===== config.mk =====
export PLATFORM = sky130hd
export DESIGN_NAME = switch_monitor
export DESIGN_NICKNAME = d
export VERILOG_FILES = /design/src/rtl/switch_monitor.sv
export SDC_FILE = /design/constraint.sdc
export NUM_CORES = 1
export LEC_CHECK = 0
export BUFFER_PORTS_ARGS = -buffer_cell sky130_fd_sc_hd__buf_2
export CORE_MARGIN = 2
export CORE_UTILIZATION = 45
export DETAILED_ROUTE_END_ITERATION = 10
export GPL_TIMING_DRIVEN = 0
export PLACE_DENSITY = 0.66
export SLEW_MARGIN = 20
export SYNTH_ARGS = -nofsm -noshare
export SYNTH_HDL_FRONTEND = slang
export SYNTH_SLANG_ARGS = --single-unit

===== constraint.sdc =====
create_clock -name clk -period 10.1 [get_ports clk]
set_clock_uncertainty 0.05 [all_clocks]
set_input_delay 0.505 -clock clk [delete_from_list [all_inputs] [get_ports clk]]
set_output_delay 0.505 -clock clk [all_outputs]
set_load 0.01 [all_outputs]

===== src/rtl/switch_monitor.sv =====
// switch_monitor: debounces a bank of slide switches and reports statistics on 7-segment digits.
//
// Each switch goes through a 2-flop synchroniser. It then goes through a stability-counter
// debouncer. The debounced state drives stled directly. The six digits show:
//   sthex1:sthex0 - number of debounced switches that are on (hex, 00..10)
//   sthex3:sthex2 - index of the most recently toggled switch, blank when none recorded
//   sthex5:sthex4 - 8-bit count of cycles with at least one toggle (wraps FF->00)
//
// Optional feature: define SWMON_EVENT_CNT_EN to build the event counter. Without it,
// sthex5:sthex4 stay blank (8'hFF) and no counter logic exists.
//
// Ports:
//   clk    - system clock, all state on the rising edge
//   rst    - asynchronous active-high reset
//   clr    - synchronous clear of the event counter and last-index record
//   stswi  - raw switch inputs, asynchronous to clk
//   stled  - debounced switch state
//   sthex0..sthex5 - active-low segment patterns {dp, g..a}; dp is always off
module switch_monitor #(
  parameter int unsigned NSW        = 16,
  parameter int unsigned DEB_CYCLES = 500000
) (
  input  logic           clk,
  input  logic           rst,
  input  logic           clr,
  input  logic [NSW-1:0] stswi,
  output logic [NSW-1:0] stled,
  output logic [7:0]     sthex0,
  output logic [7:0]     sthex1,
  output logic [7:0]     sthex2,
  output logic [7:0]     sthex3,
  output logic [7:0]     sthex4,
  output logic [7:0]     sthex5
);

  localparam int unsigned CntW = (DEB_CYCLES > 1) ? $clog2(DEB_CYCLES) : 1;
  localparam logic [CntW-1:0] CntMax = CntW'(DEB_CYCLES - 1);
  localparam logic [7:0] SegBlank = 8'hFF;
  localparam logic [7:0] SegZero  = 8'hC0;

  // Hex digit to active-low {dp, g..a}, dp held off.
  function automatic logic [7:0] seg7(input logic [3:0] d);
    logic [7:0] s;
    case (d)
      4'h0: s = 8'hC0;
      4'h1: s = 8'hF9;
      4'h2: s = 8'hA4;
      4'h3: s = 8'hB0;
      4'h4: s = 8'h99;
      4'h5: s = 8'h92;
      4'h6: s = 8'h82;
      4'h7: s = 8'hF8;
      4'h8: s = 8'h80;
      4'h9: s = 8'h90;
      4'hA: s = 8'h88;
      4'hB: s = 8'h83;
      4'hC: s = 8'hC6;
      4'hD: s = 8'hA1;
      4'hE: s = 8'h86;
      default: s = 8'h8E;
    endcase
    return s;
  endfunction

  // Synchroniser
  logic [NSW-1:0] sync1_q, sync2_q;

  always_ff @(posedge clk or posedge rst) begin
    if (rst) begin
      sync1_q <= '0;
      sync2_q <= '0;
    end else begin
      sync1_q <= stswi;
      sync2_q <= sync1_q;
    end
  end

  // Debounce
  logic [NSW-1:0]  deb_q, deb_d, toggle;
  logic [CntW-1:0] cnt_q [NSW];
  logic [CntW-1:0] cnt_d [NSW];

  always_comb begin
    toggle = '0;
    for (int i = 0; i < NSW; i++) begin
      toggle[i] = (sync2_q[i] != deb_q[i]) && (cnt_q[i] == CntMax);
      // Counter restarts whenever the input agrees with the output or the output just flipped.
      if ((sync2_q[i] == deb_q[i]) || toggle[i]) begin
        cnt_d[i] = '0;
      end else begin
        cnt_d[i] = cnt_q[i] + CntW'(1);
      end
    end
    deb_d = deb_q ^ toggle;
  end

  always_ff @(posedge clk or posedge rst) begin
    if (rst) begin
      deb_q <= '0;
      for (int i = 0; i < NSW; i++) cnt_q[i] <= '0;
    end else begin
      deb_q <= deb_d;
      for (int i = 0; i < NSW; i++) cnt_q[i] <= cnt_d[i];
    end
  end

  assign stled = deb_q;

  // Statistics
  logic [4:0] on_cnt;
  logic [3:0] new_idx;
  logic       any_toggle;

  always_comb begin
    on_cnt  = '0;
    new_idx = '0;
    for (int i = 0; i < NSW; i++) begin
      on_cnt = on_cnt + 5'(deb_q[i]);
      // Ascending scan so the highest simultaneous toggle wins.
      if (toggle[i]) new_idx = 4'(i);
    end
    any_toggle = |toggle;
  end

  logic       last_vld_q;
  logic [3:0] last_idx_q;

  always_ff @(posedge clk or posedge rst) begin
    if (rst) begin
      last_vld_q <= 1'b0;
      last_idx_q <= '0;
    end else if (clr) begin
      last_vld_q <= 1'b0;
    end else if (any_toggle) begin
      last_vld_q <= 1'b1;
      last_idx_q <= new_idx;
    end
  end

  // Segment registers for the always-present digits
  logic [7:0] hex0_q, hex1_q, hex2_q, hex3_q;

  always_ff @(posedge clk or posedge rst) begin
    if (rst) begin
      hex0_q <= SegZero;
      hex1_q <= SegZero;
      hex2_q <= SegBlank;
      hex3_q <= SegBlank;
    end else begin
      hex0_q <= seg7(on_cnt[3:0]);
      hex1_q <= seg7({3'b000, on_cnt[4]});
      hex2_q <= last_vld_q ? seg7(last_idx_q) : SegBlank;
      hex3_q <= last_vld_q ? SegZero : SegBlank;
    end
  end

  assign sthex0 = hex0_q;
  assign sthex1 = hex1_q;
  assign sthex2 = hex2_q;
  assign sthex3 = hex3_q;

`ifdef SWMON_EVENT_CNT_EN
  logic [7:0] evt_q;
  logic [7:0] hex4_q, hex5_q;

  // clr takes priority, so a toggle in the clr cycle is dropped.
  always_ff @(posedge clk or posedge rst) begin
    if (rst) begin
      evt_q <= '0;
    end else if (clr) begin
      evt_q <= '0;
    end else if (any_toggle) begin
      evt_q <= evt_q + 8'd1;
    end
  end

  always_ff @(posedge clk or posedge rst) begin
    if (rst) begin
      hex4_q <= SegZero;
      hex5_q <= SegZero;
    end else begin
      hex4_q <= seg7(evt_q[3:0]);
      hex5_q <= seg7(evt_q[7:4]);
    end
  end

  assign sthex4 = hex4_q;
  assign sthex5 = hex5_q;
`else
  assign sthex4 = SegBlank;
  assign sthex5 = SegBlank;
`endif

endmodule


======== Yosys cells after proc, flatten, opt, wreduce, memory -nomap -nowiden ========
Memory sizes are Yosys's and may differ from the RTL's. A register that Yosys moved wholly into a read port is not among the register bits.
Cells that the tools add are included.
storage, ports and cells
  memory bits (writable) .................. 0
  input bits .............................. 19
  bits in latches ......................... 0
  memory bits (read-only) ................. 224
  bits in registers ....................... 388
  memories ................................ 2
cells by class
  mux-type cells .......................... 36
  bitwise logic cells ..................... 3
  equality and inequality tests ........... 48
  shifts and indexed selects .............. 0
  $lt $le $gt $ge ......................... 0
  add/subtract/negate cells ............... 31
  divide/modulo/power cells ............... 0
  reduce and logical (&&, ||, !) cells .... 35
  multipliers ............................. 0
memories
  memory            depth  bits a word  rd ports  clocked after memory_dff  wr ports  line  RTL
  (name not given)  16     7            1         1                         0         44    case (d)
  (name not given)  16     7            1         0                         0         44
operators by type and width
  kind                                                             count
  19-bit by 1-bit adder with 19-bit output, second input constant  16
  19-bit == test, second input constant                            16
  19-bit two-way mux                                               16
  4-bit two-way mux                                                14
  5-bit by 1-bit adder with 5-bit output                           11
  1-bit == test                                                    16
  1-bit logical AND                                                16
  1-bit logical OR                                                 16
  1-bit != test                                                    16
  8-bit case mux with 2 select lines                               1
  16-bit OR reduction                                              1
  16-bit bitwise XOR                                               1
  8-bit two-way mux                                                1
  6-bit two-way mux                                                1
  4-bit by 1-bit adder with 5-bit output                           1
  3-bit by 1-bit adder with 4-bit output                           1
  2-bit by 1-bit adder with 3-bit output                           1
  1-bit two-way mux                                                3
  1-bit by 1-bit adder with 2-bit output                           1
  1-bit inverter                                                   2
  2-bit AND reduction                                              1
  2-bit nonzero test                                               1

======== Depth between registers and ports, before layout ========
Gate-level depths: netlist (run 1).
  depth in word-level cells ............... 17
  mapped depth ............................ 16
  mapped depth without buffers ............ 15

======== Least setup slack after synthesis (run 1) ========
Ideal clock, no wire load.
  path type ............................... flip-flop to flip-flop
  start point ............................. register (tool-made name)
  end point ............................... register hex0_q[3] (netlist: sthex0[3])
  period minus slack after synthesis ...... 4202 ps
  slack ................................... 5898 ps
  cell stages (with the launch flop) ...... 12
  library setup time ...................... 138 ps
  required time ........................... 9912 ps
  arrival ................................. 4013 ps
  cell sequence ........................... dfrtp_1 -> fa_1 -> inv_1 -> fa_1 -> fa_1 -> fa_1 -> inv_1 -> ha_1 -> fa_1 -> inv_1 -> ha_1 -> mux4_2
RTL lines
  item       line  RTL
  to (decl)  141   logic [7:0] hex0_q, hex1_q, hex2_q, hex3_q;

==> flow_summary_export.csv, run 1 <==
group,metric,value,unit
status,status,"finished clean",
power_and_ir_drop,leakage,9.14,nW
sta,tightest_slew,824,ps
clock_network,cts_sinks,373,
clock_network,cts_htree_levels,2,
place,hpwlAfterDp,25500,um
worst_setup_path,critPathBufInv,3,
floorplanning,pin_count,83,
final_layout,fill_cells,3519,
route,drt_iter0_drc,827,
synthesis,yosysSeqAreaShare,51.1,%
worst_setup_path,cp_cell_sequence,"fa_1, fa_1, inv_1, fa_1, fa_1, inv_1, ha_1, fa_1, inv_1, ha_1, mux4_2",
sta,timing.final.crit_share,44.2,%
sta,layout_min_cycle_time,4460,ps
global_route,overflow,0,
synthesis,synth_edf_count,0,
clock_network,cts_tree,"built",
floorplanning,row_count,73,
final_layout,area_growth,15.8,%
final_layout,layout_common_cells,"nor2_1 (374), dfrtp_1 (364), xor2_1 (148)",
floorplanning,die_w,206,um
synthesis,syn_area_per_cell,9.81,sq um
synthesis,synth_ff_type,"dfrtp_1",
worst_setup_path,worst_ep_arrival_time,4810,ps
power_and_ir_drop,ir_drop,0.000107,V
worst_setup_path,crit_path_frequent_cell,"fa_1",
worst_setup_path,critPathKind,"reg2reg",
clock_network,cts_setup_buffers,0,
route,postRouteWirelength,36100,um
worst_setup_path,crit_family,"adder cells",
power_and_ir_drop,powerDensity,155,nW/um^2
job,cap_violations,0,
worst_setup_path,worst_ep_required_time,10450,ps
final_layout,utilization,53.0,%
sta,rsz0062_at_grt,"false",
floorplanning,initial_core_util,45.8,%
sta,setup_viol,0,
worst_setup_path,worstPathMaxFanout,5,
clock_network,clk_latency,540,ps
worst_setup_path,end_kind,"register",
sta,max_freq,0.224,GHz
clock_network,clkTransAtPathRegs,60,ps
route,vias_per_cell,5.09,
synthesis,synth-seq-cells,373,
final_layout,final_common_cell,"nor2_1",
global_route,grt_pass1_vias,12992,
synthesis,yosys_warnings,0,
sta,relSlewSlack,44.6,%
sta,drv_slew,0,
floorplanning,core-area,39900,sq um
floorplanning,die_area,42200,sq um
final_layout,finalNonFillerCells,2568,
worst_setup_path,start_kind,"register",
floorplanning,die_y,206,um
clock_network,root_buffer,"clkbuf_16",
synthesis,synth_top_area_cell,"dfrtp_1",
final_layout,antenna_cells,0,
clock_network,ctsResizeCount,0,
global_route,grt_pass1_wl,62400,um
route,route.detailed.drc,0,
global_route,grt_start_max_net_pins,35,
route,firstDrtPassIters,7,
clock_network,cts_buffer_depth,3,
synthesis,synthArstFlopShare,100,%
min_path,min_path_type,"in2reg",
clock_network,cts_buffers,42,
place,routabilityCongestion,0.839,
worst_setup_path,max_stage_delay,600,ps
route,wl_per_cell,14.1,um
final_layout,final_nets,2072,
worst_setup_path,cpMaxStageDelayCell,"fa_1",
clock_network,ctsHoldBuffers,9,
place,numPlacedInstances,2481,
synthesis,synthTopCellsByArea,"dfrtp_1 (50%), nor2_1 (7.7%), xor2_1 (7.1%)",
synthesis,postSynthCellCount,1863,
place,portBuffers,58,
sta,setup_tns,0,ps
route,antenna_left,0,
global_route,globalRouteTotalUtil,17.8,%
synthesis,netlist_area,18300,sq um
synthesis,yosysUniqueCellTypes,70,
synthesis,yosys.area.top_type_share,49.8,%
final_layout,drive_gt1_share,11.4,%
sta,finalHoldViolCount,0,
power_and_ir_drop,p_total,3.28,mW
route,vias,13080,
global_route,antenna_found_initial,0,
## synth_stat cells, types with 2 or more instances
master     number
or2_2          15
conb_1          2
ha_1           34
nand3_1       113
inv_1          60
nor3b_1         5
nor2_1        374
nor4_1         17
or4b_1          2
nand4b_1        3
xor2_1        148
nand4bb_1       2
and3_1         47
mux2i_1         4
fa_1           10
nand2_1       145
nor4_4          2
o22ai_1         2
and4_1          8
nand4_1        42
clkbuf_1       35
nand2b_1        3
nand3b_1        3
o21ai_0        48
and2_1         10
o211ai_1        3
nor3_2          3
buf_4          32
or2_1           8
nor4bb_1       14
a21oi_1        39
mux2_2         10
dfstp_2         9
a211oi_1        2
nor4b_1        11
nor4_2          2
buf_2           3
a31oi_1         5
mux4_2          2
xnor2_1       109
dfrtp_1       364
nor3_1         30
or4_1           6
or3_1          44
nor2b_1         8
## kinds of logic after synthesis
logic type	Yosys count	share of synthesized area, %
other	2	0.0411
adder cells (fa/ha/maj)	44	3.42
AND/OR/NAND/NOR	925	24.9
flip-flops	373	51.1
buffers and inverters	133	3.50
AO/OA/AOI/OAI	112	3.57
XOR/XNOR	257	12.3
multiplexers	17	1.14
## through the flow
stage	worst slack [ps]	area, sq um	hold slack, ps
3_5_place_dp	5640	19600	285
5_1_grt	5440	21200	3.49
4_1_cts	5620	21200	2.00
6_report	5640	21200	28.8
3_3_place_gp	2410	19300	285
2_1_floorplan	4540	18400	281
## power by group
| part | switching, mW | internal (mW) |
|---|---|---|
| sequential | 0.0214 | 1.52 |
| clock | 0.615 | 0.996 |
| combinational | 0.0790 | 0.0467 |
## final timing paths
check / startpoint / to / slack, ps / cells past startpoint
hold reg to reg: sync1_q[10]$_DFF_PP0_ / sync2_q[10]$_DFF_PP0_ / 300 / 0
max in group asynchronous: rst / cnt_q[162]$_DFF_PP0_ / 8480 / 6
setup reg to reg: register / sthex0[3]$_DFF_PP0_ / 5640 / 11
setup / recovery: register / sthex0[3]$_DFF_PP0_ / 5640 / 11
hold / removal: stswi[0] / sync1_q[0]$_DFF_PP0_ / 30 / 1
min in group asynchronous: rst / cnt_q[147]$_DFF_PP0_ / 500 / 3
## area by class of cell
type | count | area, sq um | share of cell area, %
Buffer | 73 | 415 | 1.96
Clock buffer | 63 | 1300 | 6.16
Clock inverter | 15 | 189 | 0.892
Inverter | 60 | 229 | 1.08
Multi-Input combinational cell | 1379 | 8370 | 39.6
Sequential cell | 373 | 9350 | 44.1
Tap cell | 525 | 657 | 3.10
Timing Repair Buffer | 80 | 656 | 3.10
## layer usage
layer  vias up  GRT usage (%)  share of wire [%]
met1      6364           25.0                 48
met3        54           2.79                3.6
met5         -              0                  0
li1       6472              -                  -
met2       190           28.9                 46
met4         0           4.70                2.1
## registers in the layout, summed over array words and instances (netlist names), named ones only
| name | cells |
|---|---|
| sthex1 | 1 |
| sthex0 | 7 |
| last_idx_q | 4 |
| cnt_q | 304 |
| sync2_q | 16 |
| sthex3 | 1 |
| sync1_q | 16 |
| last_vld_q | 1 |
| sthex2 | 7 |
(Power assumes the default switching activity.)
==> run 2, diff against run 1 <==
Settings changed: PLACE_DENSITY 0.66 to 0.63.
Clock period 10.1 ns to 4.3 ns, I/O delays scaled along.
==> flow_summary_export.csv, run 2 (synthesized netlist as in run 1, its figures left out) <==
group,metric,value,unit
sta,timing.final.crit_share,99.1,%
route,antenna_left,0,
power_and_ir_drop,leakage,9.20,nW
final_layout,utilization,53.5,%
final_layout,top_register,"cnt_q",
floorplanning,row_count,73,
sta,max_freq,0.235,GHz
place,portBuffers,58,
place,placed_cell_area,19600,sq um
final_layout,layout_common_cells,"nor2_1 (374), dfrtp_1 (357), xor2_1 (147)",
clock_network,cts_htree_levels,2,
final_layout,area_growth,16.8,%
final_layout,drive_gt1_share,12.4,%
job,cap_violations,0,
clock_network,clkTransAtPathRegs,60,ps
final_layout,design_area,21400,sq um
floorplanning,die_w,206,um
final_layout,final_common_cell,"nor2_1",
floorplanning,die_y,206,um
floorplanning,pin_count,83,
sta,drv_slew,0,
clock_network,root_buffer,"clkbuf_16",
route,drt_iter0_drc,768,
place,routabilityCongestion,0.808,
route,top_layer_used,"met4",
route,wl_met1,17500,um
worst_setup_path,rrSetupSlack,40,ps
worst_setup_path,endpoint,"sthex0[3]$_DFF_PP0_",
global_route,globalRouteTotalUtil,18.0,%
global_route,grt_start_max_net_pins,35,
clock_network,cts_sinks,373,
sta,rsz0062_at_grt,"true",
global_route,grt_pass1_wl,62600,um
sta,relSlewSlack,45.9,%
power_and_ir_drop,powerDensity,355,nW/um^2
floorplanning,die_area,42200,sq um
clock_network,cts_buffers,42,
route,firstDrtPassIters,5,
global_route,antenna_found_initial,0,
place,hpwlAfterDp,25700,um
sta,layout_min_cycle_time,4260,ps
floorplanning,initial_core_util,45.8,%
route,wl_met2,16800,um
route,vias_per_cell,5.10,
global_route,overflow,0,
sta,hold_ws,251,ps
worst_setup_path,critPathKind,"reg2reg",
status,status,"finished clean",
sta,tightest_slew,804,ps
worst_setup_path,timing.rr.end,"sthex0[3]$_DFF_PP0_",
worst_setup_path,start_kind,"register",
power_and_ir_drop,ir_drop,0.000244,V
route,wl_per_cell,14.2,um
worst_setup_path,worst_ep_arrival_time,4620,ps
final_layout,fill_cells,3457,
route,met3_length,1470,um
clock_network,cts_buffer_depth,3,
worst_setup_path,worst_ep_required_time,4660,ps
sta,setup_viol,0,
clock_network,clk_latency,550,ps
final_layout,largest_reg_flops,304,
sta,finalHoldViolCount,0,
final_layout,top_regs,"cnt_q x304, sync1_q x16, sync2_q x16",
route,vias,13188,
min_path,min_path_type,"in2reg",
worst_setup_path,end_kind,"register",
min_path,worstHoldStart,"stswi[5]",
route,postRouteWirelength,36600,um
final_layout,final_nets,2090,
worst_setup_path,reg2reg_depth,11,
floorplanning,core-area,39900,sq um
worst_setup_path,worstPathMaxFanout,4,
final_layout,antenna_cells,0,
route,route.detailed.drc,0,
clock_network,cts_tree,"built",
global_route,grt_pass1_vias,12814,
[run 2: cell type report]
| type | count | area, sq um | area share (%) |
|---|---|---|---|
| Tap cell | 525 | 657 | 3.08 |
| Timing Repair Buffer | 98 | 832 | 3.90 |
| Sequential cell | 373 | 9350 | 43.8 |
| Buffer | 73 | 423 | 1.98 |
| Clock inverter | 9 | 125 | 0.586 |
| Clock buffer | 67 | 1300 | 6.08 |
| Multi-Input combinational cell | 1379 | 8440 | 39.5 |
| Inverter | 60 | 231 | 1.08 |
[run 2: power breakdown]
part / switching (mW) / total [mW] / internal, mW
Clock: 1.43 / 3.68 / 2.25
Sequential: 0.0491 / 3.61 / 3.57
Combinational: 0.185 / 0.301 / 0.116
[run 2: worst min-delay path by stage]
stage	endpoint	slack (ps)	cells after the start
after floorplan	sync1_q[0]$_DFF_PP0_	200	0
final	sync1_q[5]$_DFF_PP0_	250	2
after CTS	sync1_q[11]$_DFF_PP0_	220	2
after detailed placement	sync1_q[11]$_DFF_PP0_	270	1
after global placement	sync1_q[6]$_DFF_PP0_	270	1
after global routing	sync1_q[9]$_DFF_PP0_	240	2
[run 2: timing repair]
action	4_1_cts	5_1_grt
endpoints found under the hold margin	45	0
setup buffers	4	5
gates resized for setup	11	19
hold buffers	18	0
pin swaps	1	4
endpoints found under the setup margin	7	7
cloned	0	0
[run 2: worst max-delay path: stages, from the launching register on]
cell and delay [ps]:
dfrtp_2 460, fa_1 500, fa_1 530, inv_2 50, fa_1 480, fa_1 520
inv_2 50, ha_4 160, fa_2 630, inv_4 70, ha_4 170, mux4_2 450
[run 2: through the flow]
step | TNS [ps] | std cells | setup WS (ps) | power (mW)
after CTS | -31.6 | 2579 | -31.6 | 7.69
after floorplan | -351540 | 1885 | -966 | 3.87
after detailed placement | -622 | 2481 | -180 | 3.97
after global routing | -30.7 | 2584 | -30.7 | 7.90
after global placement | -1138780 | 2468 | -3130 | 3.94
final | 0 | 2584 | 39.9 | 7.59
[run 2: routing by layer]
layer / GRT usage (%) / vias to the layer above
met1: 25.6 / 6400
met5: 0 / -
met4: 5.78 / 0
li1: - / 6511
met2: 28.3 / 215
met3: 2.71 / 62
==> run 3, diff against run 2 <==
Settings changed: CORE_UTILIZATION 45 to 62, PLACE_DENSITY 0.63 to 0.82.
==> flow_summary_export.csv, run 3 (synthesized netlist as in run 1, its figures left out) <==
group,metric,value,unit
floorplanning,die_w,176,um
clock_network,clk_latency,530,ps
global_route,grt_pass1_wl,63800,um
route,wl_per_cell,15.4,um
route,vias,13561,
sta,relSlewSlack,42.9,%
power_and_ir_drop,powerDensity,345,nW/um^2
final_layout,register_area,9350,sq um
final_layout,final_nets,2086,
job,cap_violations,0,
worst_setup_path,critPathBufInv,3,
final_layout,design_area,21000,sq um
place,hpwlAfterDp,25400,um
power_and_ir_drop,leakage,9.11,nW
status,status,"finished clean",
worst_setup_path,max_stage_delay,550,ps
final_layout,layout_common_cells,"nor2_1 (374), dfrtp_1 (360), xor2_1 (148)",
place,placed_cell_area,19400,sq um
final_layout,multi_input_area,8440,sq um
clock_network,cts_htree_levels,2,
final_layout,final_common_cell,"nor2_1",
sta,rsz0062_at_grt,"true",
route,antenna_left,0,
worst_setup_path,crit_family,"adder cells",
worst_setup_path,end_kind,"register",
worst_setup_path,crit_cells,13,
final_layout,top_regs,"cnt_q x304, sync1_q x16, sync2_q x16",
worst_setup_path,crit_path_frequent_cell,"fa_1",
floorplanning,row_count,62,
worst_setup_path,critPathKind,"reg2reg",
global_route,globalRouteTotalUtil,24.9,%
route,firstDrtPassIters,8,
clock_network,cts_tree,"built",
floorplanning,initial_core_util,63.3,%
route,postRouteWirelength,37500,um
sta,finalHoldViolCount,0,
worst_setup_path,cpMaxStageDelayCell,"fa_1",
route,vias_per_cell,5.56,
place,numPlacedInstances,2339,
floorplanning,core-area,28900,sq um
worst_setup_path,worst_ep_required_time,4620,ps
sta,drv_slew,0,
clock_network,cts_sinks,373,
final_layout,area_growth,14.8,%
final_layout,largest_reg_flops,304,
worst_setup_path,start_kind,"register",
sta,max_freq,0.236,GHz
floorplanning,pin_count,83,
final_layout,antenna_cells,0,
worst_setup_path,rrSetupSlack,60,ps
route,route.detailed.drc,0,
clock_network,cts_buffer_depth,3,
floorplanning,die_area,30900,sq um
sta,tightest_slew,849,ps
floorplanning,die_y,176,um
sta,layout_min_cycle_time,4240,ps
final_layout,top_register,"cnt_q",
power_and_ir_drop,ir_drop,0.000310,V
route,drt_iter0_drc,1021,
sta,setup_viol,0,
min_path,min_path_type,"in2async",
clock_network,cts_buffers,40,
worst_setup_path,worstPathMaxFanout,5,
global_route,overflow,0,
final_layout,finalNonFillerCells,2437,
worst_setup_path,cp_cell_sequence,"fa_1, inv_1, fa_1, fa_1, fa_1, inv_1, ha_1, a21o_1, a21oi_2, xnor2_2, clkdlybuf4s15_2, a21oi_1, o21ai_0",
clock_network,clkTransAtPathRegs,60,ps
place,routabilityCongestion,0.854,
final_layout,drive_gt1_share,12.0,%
clock_network,root_buffer,"clkbuf_16",
final_layout,fill_cells,2049,
global_route,grt_pass1_vias,13699,
global_route,antenna_found_initial,0,
place,portBuffers,58,
worst_setup_path,reg2reg_depth,13,
final_layout,utilization,72.7,%
sta,timing.final.crit_share,98.7,%
global_route,grt_start_max_net_pins,36,
worst_setup_path,worst_ep_arrival_time,4560,ps
[run 3: worst min-delay path, cell delays in order]
cell           delay [ps]
dlygate4sd3_1         540
buf_2                 140
clkinvlp_4            270
[run 3: report_power, final]
group          internal (mW)  switching (mW)  total (mW)
clock network           1.95            1.38        3.33
registers               3.56          0.0511        3.62
logic                  0.113           0.187       0.300
[run 3: through the flow]
| stage | hold slack, ps | TNS (ps) | power, mW | setup WS, ps |
|---|---|---|---|---|
| 2_1_floorplan | 196 | -351540 | 3.87 | -966 |
| 3_5_place_dp | 171 | -396 | 3.97 | -140 |
| 3_3_place_gp | 272 | -1055680 | 3.93 | -2890 |
| 6_report | 188 | 0 | 7.24 | 55.5 |
| 4_1_cts | 170 | 0 | 7.30 | 4.80 |
| 5_1_grt | 208 | -111 | 7.49 | -51.1 |
[run 3: final timing paths]
path,startpoint,endpoint
max reg2reg,register,sthex0[4]$_DFF_PP0_
min reg2reg,sync1_q[1]$_DFF_PP0_,sync2_q[1]$_DFF_PP0_
min,rst,cnt_q[299]$_DFF_PP0_
max,register,sthex0[4]$_DFF_PP0_
min in group clk,stswi[7],sync1_q[7]$_DFF_PP0_
max in group asynchronous,rst,cnt_q[80]$_DFF_PP0_
[run 3: cell type report]
cell class / instances / share of cell area [%]
inverter: 60 / 1.10
buffer: 73 / 2.00
clock inverter: 12 / 0.519
multi-input combinational: 1379 / 40.2
tap: 384 / 2.29
timing repair buffer: 96 / 3.75
sequential: 373 / 44.6
clock buffer: 60 / 5.56
[run 3: layer usage]
metal  wire length (um)  vias up  track usage, %
li1                   -     6506               -
met5                  0        -               0
met4               1070        0            8.13
met2              18700      343            43.5
met3               1500       89            3.05
met1              16300     6623            32.5
[run 3: what timing repair did]
item	4_1_cts	5_1_grt
hold buffers	18	0
endpoints found under the setup margin	7	7
pin swaps	1	3
setup buffers	5	2
gates resized for setup	7	18
gates cloned	0	1
hold endpoints to repair	77	0
